**src/rtl/mm_combiner_fifo.sv**
```systemverilog
// mm_combiner_fifo
//   Register-mapped N-channel FIFO combiner. The host pushes words into
//   NUM_CH input FIFOs through the write port. A rate-limited engine pops
//   one word from every channel and pushes one combined word (OR/AND/XOR/ADD)
//   into an output FIFO, which the host drains through the read port.
//
// Ports
//   CLK            clock, all logic on posedge
//   RST            synchronous active-high reset
//   write_address  write target (0..NUM_CH-1 CHk, 8 CTRL, 9 INTERVAL, 10 CLR, 13 ERR clear)
//   write_data     write payload
//   write_en       write strobe, accepted only when write_rdy
//   write_rdy      write can be accepted this cycle
//   read_address   read target (0..NUM_CH-1 CHk peek, 8 CTRL, 9 INTERVAL, 11 STATUS, 12 OUT pop, 13 ERR)
//   read_en        read strobe, pops OUT only when read_rdy
//   read_data      combinational read data
//   read_rdy       read target valid this cycle
//
// Configuration
//   MM_COMBINER_ERR_CNT_EN : when defined, address 13 is a saturating counter
//   of dropped writes/reads; otherwise it reads 0 and writes are ignored.

module mm_combiner_fifo #(
  parameter int NUM_CH = 2,
  parameter int W      = 8,
  parameter int DEPTH  = 2,
  parameter int ADDR_W = 4
) (
  input  logic              CLK,
  input  logic              RST,
  input  logic [ADDR_W-1:0] write_address,
  input  logic [W-1:0]      write_data,
  input  logic              write_en,
  output logic              write_rdy,
  input  logic [ADDR_W-1:0] read_address,
  input  logic              read_en,
  output logic [W-1:0]      read_data,
  output logic              read_rdy
);

  localparam int PTR_W = $clog2(DEPTH);
  localparam int CNT_W = $clog2(DEPTH + 1);
  localparam logic [CNT_W-1:0]  FULL_CNT      = CNT_W'(DEPTH);
  localparam logic [ADDR_W-1:0] ADDR_CTRL     = ADDR_W'(8);
  localparam logic [ADDR_W-1:0] ADDR_INTERVAL = ADDR_W'(9);
  localparam logic [ADDR_W-1:0] ADDR_CLR      = ADDR_W'(10);
  localparam logic [ADDR_W-1:0] ADDR_STATUS   = ADDR_W'(11);
  localparam logic [ADDR_W-1:0] ADDR_OUT      = ADDR_W'(12);
  localparam logic [ADDR_W-1:0] ADDR_ERR      = ADDR_W'(13);

  logic [2:0]        ctrl;
  logic [W-1:0]      interval;
  logic [W-1:0]      gap_cnt;
  logic [NUM_CH-1:0] wr_sel, rd_sel, ch_full, ch_empty;
  logic [W-1:0]      ch_head [NUM_CH];
  logic              clr_wr, fire, all_ne, any_full;
  logic              out_full, out_empty, out_pop;
  logic [W-1:0]      out_head, combined, err_val;

  // CLR wins over everything else happening in the same cycle
  assign clr_wr    = write_en && (write_address == ADDR_CLR);
  assign all_ne    = ~|ch_empty;
  assign any_full  = |ch_full;
  assign fire      = ctrl[2] && all_ne && !out_full && (gap_cnt >= interval) && !clr_wr;
  // only channel addresses can back-pressure a write
  assign write_rdy = ~|(wr_sel & ch_full);
  assign out_pop   = read_en && (read_address == ADDR_OUT) && !out_empty;

  // Input FIFOs: push from host, pop on fire; a push to a full channel is
  // rejected from pre-edge occupancy even if a fire frees a slot this cycle.
  for (genvar k = 0; k < NUM_CH; k++) begin : g_ch
    logic [W-1:0]     mem [DEPTH];
    logic [PTR_W-1:0] wr_ptr, rd_ptr;
    logic [CNT_W-1:0] cnt;
    logic             push;

    assign wr_sel[k]   = (write_address == ADDR_W'(k));
    assign rd_sel[k]   = (read_address == ADDR_W'(k));
    assign push        = write_en && wr_sel[k] && !ch_full[k];
    assign ch_full[k]  = (cnt == FULL_CNT);
    assign ch_empty[k] = (cnt == '0);
    assign ch_head[k]  = mem[rd_ptr];

    always_ff @(posedge CLK) begin
      if (push) mem[wr_ptr] <= write_data;
    end

    always_ff @(posedge CLK) begin
      if (RST || clr_wr) begin
        wr_ptr <= '0;
        rd_ptr <= '0;
        cnt    <= '0;
      end else begin
        if (push) wr_ptr <= wr_ptr + PTR_W'(1);
        if (fire) rd_ptr <= rd_ptr + PTR_W'(1);
        if (push && !fire)      cnt <= cnt + CNT_W'(1);
        else if (fire && !push) cnt <= cnt - CNT_W'(1);
      end
    end
  end

  // Output FIFO: push on fire, pop on host read of OUT
  logic [W-1:0]     out_mem [DEPTH];
  logic [PTR_W-1:0] out_wr_ptr, out_rd_ptr;
  logic [CNT_W-1:0] out_cnt;

  assign out_full  = (out_cnt == FULL_CNT);
  assign out_empty = (out_cnt == '0);
  assign out_head  = out_mem[out_rd_ptr];

  always_ff @(posedge CLK) begin
    if (fire) out_mem[out_wr_ptr] <= combined;
  end

  always_ff @(posedge CLK) begin
    if (RST || clr_wr) begin
      out_wr_ptr <= '0;
      out_rd_ptr <= '0;
      out_cnt    <= '0;
    end else begin
      if (fire)    out_wr_ptr <= out_wr_ptr + PTR_W'(1);
      if (out_pop) out_rd_ptr <= out_rd_ptr + PTR_W'(1);
      if (fire && !out_pop)      out_cnt <= out_cnt + CNT_W'(1);
      else if (out_pop && !fire) out_cnt <= out_cnt - CNT_W'(1);
    end
  end

  // Fold all channel heads with the selected operator; ADD drops the carry
  always_comb begin
    combined = ch_head[0];
    for (int k = 1; k < NUM_CH; k++) begin
      case (ctrl[1:0])
        2'd0:    combined = combined | ch_head[k];
        2'd1:    combined = combined & ch_head[k];
        2'd2:    combined = combined ^ ch_head[k];
        default: combined = combined + ch_head[k];
      endcase
    end
  end

  // Control registers and the inter-fire gap counter (saturating)
  always_ff @(posedge CLK) begin
    if (RST) begin
      ctrl     <= 3'b100;
      interval <= '0;
      gap_cnt  <= '0;
    end else begin
      if (write_en && (write_address == ADDR_CTRL))     ctrl     <= write_data[2:0];
      if (write_en && (write_address == ADDR_INTERVAL)) interval <= write_data;
      if (fire || clr_wr)        gap_cnt <= '0;
      else if (gap_cnt != '1)    gap_cnt <= gap_cnt + W'(1);
    end
  end

`ifdef MM_COMBINER_ERR_CNT_EN
  // Counts cycles with a dropped write or read; a clear write takes priority
  logic [W-1:0] err_cnt;
  logic         dropped;

  assign dropped = (write_en && !write_rdy) || (read_en && !read_rdy);

  always_ff @(posedge CLK) begin
    if (RST) begin
      err_cnt <= '0;
    end else if (write_en && (write_address == ADDR_ERR)) begin
      err_cnt <= '0;
    end else if (dropped && (err_cnt != '1)) begin
      err_cnt <= err_cnt + W'(1);
    end
  end

  assign err_val = err_cnt;
`else
  assign err_val = '0;
`endif

  // Read mux; FIFO addresses return 0 whenever they have nothing to offer
  always_comb begin
    read_data = '0;
    read_rdy  = 1'b1;
    for (int k = 0; k < NUM_CH; k++) begin
      if (rd_sel[k]) begin
        read_rdy  = !ch_empty[k];
        read_data = ch_empty[k] ? '0 : ch_head[k];
      end
    end
    case (read_address)
      ADDR_CTRL:     read_data = {{(W-3){1'b0}}, ctrl};
      ADDR_INTERVAL: read_data = interval;
      ADDR_STATUS:   read_data = {{(W-4){1'b0}}, any_full, all_ne, out_full, !out_empty};
      ADDR_OUT: begin
        read_rdy  = !out_empty;
        read_data = out_empty ? '0 : out_head;
      end
      ADDR_ERR:      read_data = err_val;
      default: ;
    endcase
  end

endmodule

```
**config.mk**
```make
export PLATFORM = sky130hd
export DESIGN_NAME = mm_combiner_fifo
export DESIGN_NICKNAME = d
export VERILOG_FILES = /design/src/rtl/mm_combiner_fifo.sv
export SDC_FILE = /design/constraint.sdc
export NUM_CORES = 1
export LEC_CHECK = 0
export CAP_MARGIN = 25
export CORE_AREA = 2 2 94 96
export DETAILED_ROUTE_END_ITERATION = 8
export DIE_AREA = 0 0 96 98
export PLACE_DENSITY_LB_ADDON = 0.3
export SLEW_MARGIN = 20
export SYNTH_ARGS = -nofsm -noshare
export SYNTH_HDL_FRONTEND = slang
export SYNTH_SLANG_ARGS = --single-unit
```
**constraint.sdc**
```tcl
create_clock -name CLK -period 5.5 [get_ports CLK]
set_clock_uncertainty 0.05 [all_clocks]
set_input_delay 0.825 -clock CLK [delete_from_list [all_inputs] [get_ports CLK]]
set_output_delay 0.825 -clock CLK [all_outputs]
set_load 0.005 [all_outputs]
```
==> impl_metrics.tcl, run 1 <==
set metrics [dict create \
    fin_crit_sh_pct 73.8 \
    synthArstFlopShare_pct 0 \
    antenna_cells 0 \
    critPathLaunchType "input port" \
    fin_crit_ps 4060 \
    ioPinCount 30 \
    worst_setup_path_end_kind "primary output" \
    via_count 3359 \
    slew-limit-headroom_pct 48.8 \
    setup_viol_count_final 0 \
    rows 34 \
    syn-cell-area_um2 4510 \
    clockBufferDepth 2 \
    max_stage_delay_ps 620 \
    p_leak_nw 1.94 \
    syn2layout_area_growth_pct 12.6 \
    critical_path_class "input port to primary output" \
    drtIter0Drc 150 \
    cts_buffers 9 \
    fin_setup_tns_ps 0 \
    irDropWorstVdd_v 0.000147 \
    yosysTopAreaCellShare_pct 31.9 \
    drtPass1Iterations 4 \
    overflow 0 \
    syn-num-nets 483 \
    crit_slowest_cell "clkdlybuf4s50_1" \
    critPathArrivalTime_ps 3180 \
    crit_buf_inv 2 \
    ys.flop_type "edfxtp_1" \
    dieArea_um2 9410 \
    htreeDepth 3 \
    critPathMaxFanout 9 \
    ctsRootBufferMaster "clkbuf_8" \
    die_w_um 96 \
    grt_max_degree 23 \
    crit_required_ps 4620 \
    vias_per_cell 5.86 \
    critPathTopFamily "buffers and inverters" \
    fillers 717 \
    crit_path_frequent_cell "clkdlybuf4s50_1" \
    drive_gt1_share_pct 7.10 \
    cts.clk_slew.worst_paths_ps 80 \
    die_h_um 98 \
    hold_violations 0 \
    nNetsFinal 509 \
    final_core_util_pct 60.0 \
    drtAntennaViolNets 0 \
    cts_resized 0 \
    final_common_cell "edfxtp_1" \
    synth_cell_types 59 \
    yosys_warnings 0 \
    path_cells "clkdlybuf4s50_1, nor2b_1, o211ai_1, o22a_1, a31oi_1, clkdlybuf4s50_1" \
    worst_pin_slew_ps 766 \
    place_congestion 0.944 \
    stdcell_area_um2 5080 \
    wl_per_cell_um 16.8 \
    placement.cell_area_um2 4890 \
    post-route-drc-count 0 \
    ctsHoldBuffers 0 \
    syn_avg_cell_area_um2 10.4 \
    synth-seq-cells 82 \
    core_area_um2 8470 \
    clkLatencyLatePin_ps 360 \
    ys_seq_area_share_pct 47.0 \
    start_util_pct 53.3 \
    yosysTopAreaCell "edfxtp_1" \
    portBuffers 29 \
    dp_hpwl_mm 7.41 \
    status "finished, final reports clean" \
    fmax_mhz 247 \
    cts_tree "done" \
    worst_hold_path_type "flop to flop" \
    grt_use_total_pct 22.1 \
    antenna_found_initial 0 \
    report.final.slew_viol_count 0 \
    final_cell_mix "edfxtp_1, nor2_1, inv_1, dfxtp_1, nand2_1" \
    synth_area_leaders "edfxtp_1, dfxtp_1, ha_1, mux2i_1, nor2_1" \
    cts_sinks 82 \
    synth_edf_count 48 \
    grt_pass1_vias 3290 \
    p_per_area_nw_per_um2 231 \
    postSynthCellCount 434 \
    hold_ws_ps 463 \
    maxCapViolCount 0 \
    rsz0062_at_grt "no" \
    drt-total-wl_mm 9.61 \
    post_cts_buffers 0 \
    grt_pass1_wl_mm 16.0 \
]
[worst register-to-register path: cells and delay by family (launching register included)]
| kind | cells | cell delay, ps |
|---|---|---|
| buf+inv | 2 | 180 |
| fa+ha+maj | 2 | 420 |
| simple gates | 1 | 60 |
| mux | 2 | 860 |
| compound gates | 3 | 580 |
| flops | 1 | 650 |
[metrics by stage]
step | std cells | power, mW | setup WS [ps]
floorplan | 434 | 0.727 | 2750
global placement | 556 | 0.763 | 1520
detailed placement | 557 | 0.766 | 1460
CTS | 573 | 1.18 | 1450
global route | 573 | 1.22 | 1340
finish | 573 | 1.18 | 1440
[final cells by class]
cell class	instances	area, µm²	area share [%]
clock buffer	13	170	3.35
clock inverter	3	20.0	0.394
inverter	35	131	2.58
multi-input combinational	300	2190	43.2
sequential	82	2120	41.8
tap	108	135	2.66
timing repair buffer	32	310	6.11
[sequential cells by signal (all words and copies together), names as in the netlist, named ones only]
name,flops
g_ch.wr_ptr,2
out_cnt,2
out_mem,16
out_rd_ptr,1
g_ch.mem,32
out_wr_ptr,1
g_ch.cnt,4
gap_cnt,8
interval,8
ctrl,3
g_ch.rd_ptr,2
[power breakdown]
group          internal (mW)  switching, mW  leakage [nW]  total [mW]
Clock                  0.206          0.218        0.0995       0.423
Sequential             0.654        0.00732         0.705       0.661
Combinational         0.0427         0.0492          1.14      0.0918
[cells in the mapped netlist, types with 5 or more instances]
master / n
edfxtp_1: 48
nor2_1: 41
dfxtp_1: 34
inv_1: 34
nand2_1: 32
mux2i_1: 29
ha_1: 28
clkbuf_1: 14
nand3_1: 14
nor2b_1: 14
o21ai_0: 11
a21oi_1: 10
nor3_1: 10
xor2_1: 9
o211ai_1: 8
mux2_2: 7
a32oi_1: 6
o22ai_1: 6
xnor2_1: 6
a31oi_1: 5
[per-layer routing]
metal	part of all wire (%)	vias to the layer above	GRT usage, %
li1	-	1643	-
met1	44	1613	28.6
met2	49	90	37.1
met3	5.3	13	5.02
met4	1.3	0	6.04
met5	0	-	0
[worst paths after layout]
kind / to / start / slack, ps / cells past startpoint
worst max-delay path: read_data[2] / read_address[3] / 1440 / 6
worst min-delay path: interval[3]$_SDFFE_PP0P_ / interval[3]$_SDFFE_PP0P_ / 460 / 2
worst max register to register: out_mem[0][4]$_DFFE_PP_ / flop / 2450 / 10
worst min register to register: interval[3]$_SDFFE_PP0P_ / interval[3]$_SDFFE_PP0P_ / 460 / 2
[cell families (layout without fill, tap and decap cells)]
| group | count (synthesis) | after routing | share of synthesized area (%) |
|---|---|---|---|
| compound gates | 80 | 80 | 13.2 |
| xor+xnor | 15 | 15 | 2.91 |
| fa+ha+maj | 29 | 29 | 8.21 |
| buf+inv | 52 | 83 | 4.38 |
| flops | 82 | 82 | 47.0 |
| mux | 38 | 38 | 9.18 |
| simple gates | 138 | 138 | 15.1 |
No activity file was read; power rests on OpenSTA's default activity.
==> run 2, diff against run 1 <==
--- a/config.mk
+++ b/config.mk
@@ -6,9 +6,9 @@
 export NUM_CORES = 1
 export LEC_CHECK = 0
 export CAP_MARGIN = 25
-export CORE_AREA = 2 2 94 96
+export CORE_AREA = 2 2 95 97
 export DETAILED_ROUTE_END_ITERATION = 8
-export DIE_AREA = 0 0 96 98
+export DIE_AREA = 0 0 97 99
 export PLACE_DENSITY_LB_ADDON = 0.3
 export SLEW_MARGIN = 20
 export SYNTH_ARGS = -nofsm -noshare
==> constraint.sdc (replaced) <==
create_clock -name CLK -period 3.45 [get_ports CLK]
set_clock_uncertainty 0.05 [all_clocks]
set_input_delay 0.5175 -clock CLK [delete_from_list [all_inputs] [get_ports CLK]]
set_output_delay 0.5175 -clock CLK [all_outputs]
set_load 0.005 [all_outputs]
==> run 2 against run 1 <==
  * Worst hold slack got worse by 3.0 ps
  * Combinational power up 67%
  * Final area rose by 1.7%
  * Via count fell by 0.71%
  * Largest power group unchanged
  * Highest routed layer unchanged
==> impl_metrics.tcl, run 2 (synthesized netlist as in run 1, its figures left out) <==
set metrics [dict create \
    clockBufferDepth 2 \
    rsz0062_at_grt "no" \
    cts_sinks 82 \
    worst_pin_slew_ps 659 \
    final_cell_mix "edfxtp_1, nor2_1, inv_1, dfxtp_1, nand2_1" \
    drtAntennaViolNets 0 \
    grt_pass1_vias 3158 \
    core_area_um2 8550 \
    fillers 711 \
    fin_crit_sh_pct 93.0 \
    hp-start "interval[3]$_SDFFE_PP0P_" \
    clkLatencyLatePin_ps 360 \
    maxCapViolCount 0 \
    portBuffers 29 \
    crit_required_ps 2880 \
    report.final.slew_viol_count 0 \
    placement.cell_area_um2 4960 \
    cts_buffers 9 \
    hold_path_end "interval[3]$_SDFFE_PP0P_" \
    stdcell_area_um2 5170 \
    place_congestion 0.938 \
    status "finished, final reports clean" \
    post-route-drc-count 0 \
    highest_layer "met4" \
    wl_met2_mm 4.64 \
    p_leak_nw 1.99 \
    holdPathStages 2 \
    post_cts_buffers 0 \
    p_per_area_nw_per_um2 377 \
    wl_met3_um 347 \
    ioPinCount 30 \
    cts_resized 0 \
    slew-limit-headroom_pct 56.0 \
    wl_met1_mm 4.78 \
    vias_per_cell 5.73 \
    syn2layout_area_growth_pct 14.6 \
    drive_gt1_share_pct 9.28 \
    nNetsFinal 518 \
    critPathLaunchType "input port" \
    critPathMaxFanout 9 \
    worst_hold_path_type "flop to flop" \
    reg_top3 "g_ch.mem (32), out_mem (16)" \
    grt_pass1_wl_mm 16.2 \
    drt-total-wl_mm 9.87 \
    r2r_end "out_mem[0][4]$_DFFE_PP_" \
    rows 34 \
    final_cells 582 \
    fin_setup_tns_ps 0 \
    worst-r2r-setup-slack_ps 430 \
    die_w_um 97 \
    setup_viol_count_final 0 \
    worst_setup_path_end_kind "primary output" \
    ctsRootBufferMaster "clkbuf_8" \
    drtPass1Iterations 4 \
    htreeDepth 3 \
    ctsHoldBuffers 0 \
    overflow 0 \
    dieArea_um2 9600 \
    grt_max_degree 23 \
    via_count 3335 \
    largest_reg_flops 32 \
    antenna_found_initial 0 \
    fmax_mhz 312 \
    wl_per_cell_um 17.0 \
    drtIter0Drc 179 \
    start_util_pct 52.8 \
    die_h_um 99 \
    grt_use_total_pct 21.5 \
    antenna_cells 0 \
    critPathArrivalTime_ps 2640 \
    dp_hpwl_mm 7.58 \
    irDropWorstVdd_v 0.000222 \
    largest_register "g_ch.mem" \
    hold_violations 0 \
    dpl.cell_count 566 \
    fin_crit_ps 3210 \
    final_common_cell "edfxtp_1" \
    cts_tree "done" \
    critical_path_class "input port to primary output" \
    worst_r2r_path_depth 10 \
    fin_ws_ps 242 \
    dp_slack_ps 258 \
    cts.clk_slew.worst_paths_ps 90 \
]
[run 2: changes by cell type in the layout (fill, tap and decap cells not counted), moves of 2 or more]
cell	previous run	this run
inv_8	0	2
buf_4	2	12
clkinvlp_4	0	2
clkbuf_1	2	0
[run 2: metal layers]
metal / GRT usage [%] / vias up
met5: 0 / -
met4: 5.31 / 0
met3: 3.33 / 8
met2: 35.3 / 66
met1: 30.0 / 1606
li1: - / 1655
[run 2: cell type report]
class / instances / area (µm²) / area share [%]
clock buffer: 9 / 124 / 2.40
clock inverter: 7 / 85.1 / 1.65
inverter: 35 / 131 / 2.54
multi-input combinational: 300 / 2190 / 42.4
sequential: 82 / 2120 / 41.0
tap: 108 / 135 / 2.61
timing repair buffer: 41 / 380 / 7.36
[run 2: worst max path at each step]
stage / from / to / slack [ps] / cells past startpoint
floorplan: flop / out_mem[0][4]$_DFFE_PP_ / 730 / 11
CTS: read_address[3] / read_data[6] / 230 / 7
global route: read_address[3] / read_data[0] / 60 / 6
finish: read_address[3] / read_data[6] / 240 / 7
detailed placement: read_address[3] / read_data[6] / 260 / 7
global placement: read_address[3] / read_data[3] / 320 / 6
[run 2: critical path, stage by stage]
cell	delay (ps)
clkdlybuf4s50_1	620
nor2b_1	220
buf_4	150
nor2b_1	330
a22oi_1	150
o221ai_1	120
clkdlybuf4s50_1	550
[run 2: per-stage QoR]
| step | util (%) | hold WS, ps | total power, mW |
|---|---|---|---|
| 4_1_cts | 60.5 | 464 | 1.96 |
| 6_report | 60.5 | 460 | 1.95 |
| 3_5_place_dp | 58.0 | 441 | 1.23 |
| 3_3_place_gp | 58.0 | 432 | 1.22 |
| 2_1_floorplan | - | 413 | 1.16 |
| 5_1_grt | 60.5 | 513 | 2.02 |
[run 2: power by group]
| part | leakage, nW | internal [mW] | switching (mW) | total (mW) |
|---|---|---|---|---|
| sequential | 0.705 | 1.04 | 0.0108 | 1.05 |
| combinational | 1.18 | 0.0724 | 0.0803 | 0.153 |
| clock | 0.0999 | 0.348 | 0.396 | 0.745 |
| total | 1.99 | 1.46 | 0.488 | 1.95 |
==> run 3, diff against run 2 <==
--- a/config.mk
+++ b/config.mk
@@ -7,6 +7,7 @@
 export LEC_CHECK = 0
 export CAP_MARGIN = 25
 export CORE_AREA = 2 2 95 97
+export CTS_CLUSTER_DIAMETER = 120
 export DETAILED_ROUTE_END_ITERATION = 8
 export DIE_AREA = 0 0 97 99
 export PLACE_DENSITY_LB_ADDON = 0.3
@@ -14,3 +15,4 @@
 export SYNTH_ARGS = -nofsm -noshare
 export SYNTH_HDL_FRONTEND = slang
 export SYNTH_SLANG_ARGS = --single-unit
+export TNS_END_PERCENT = 1
==> results of run 3 <==
The final DEF is identical to that of run 2; final timing and power are the same.
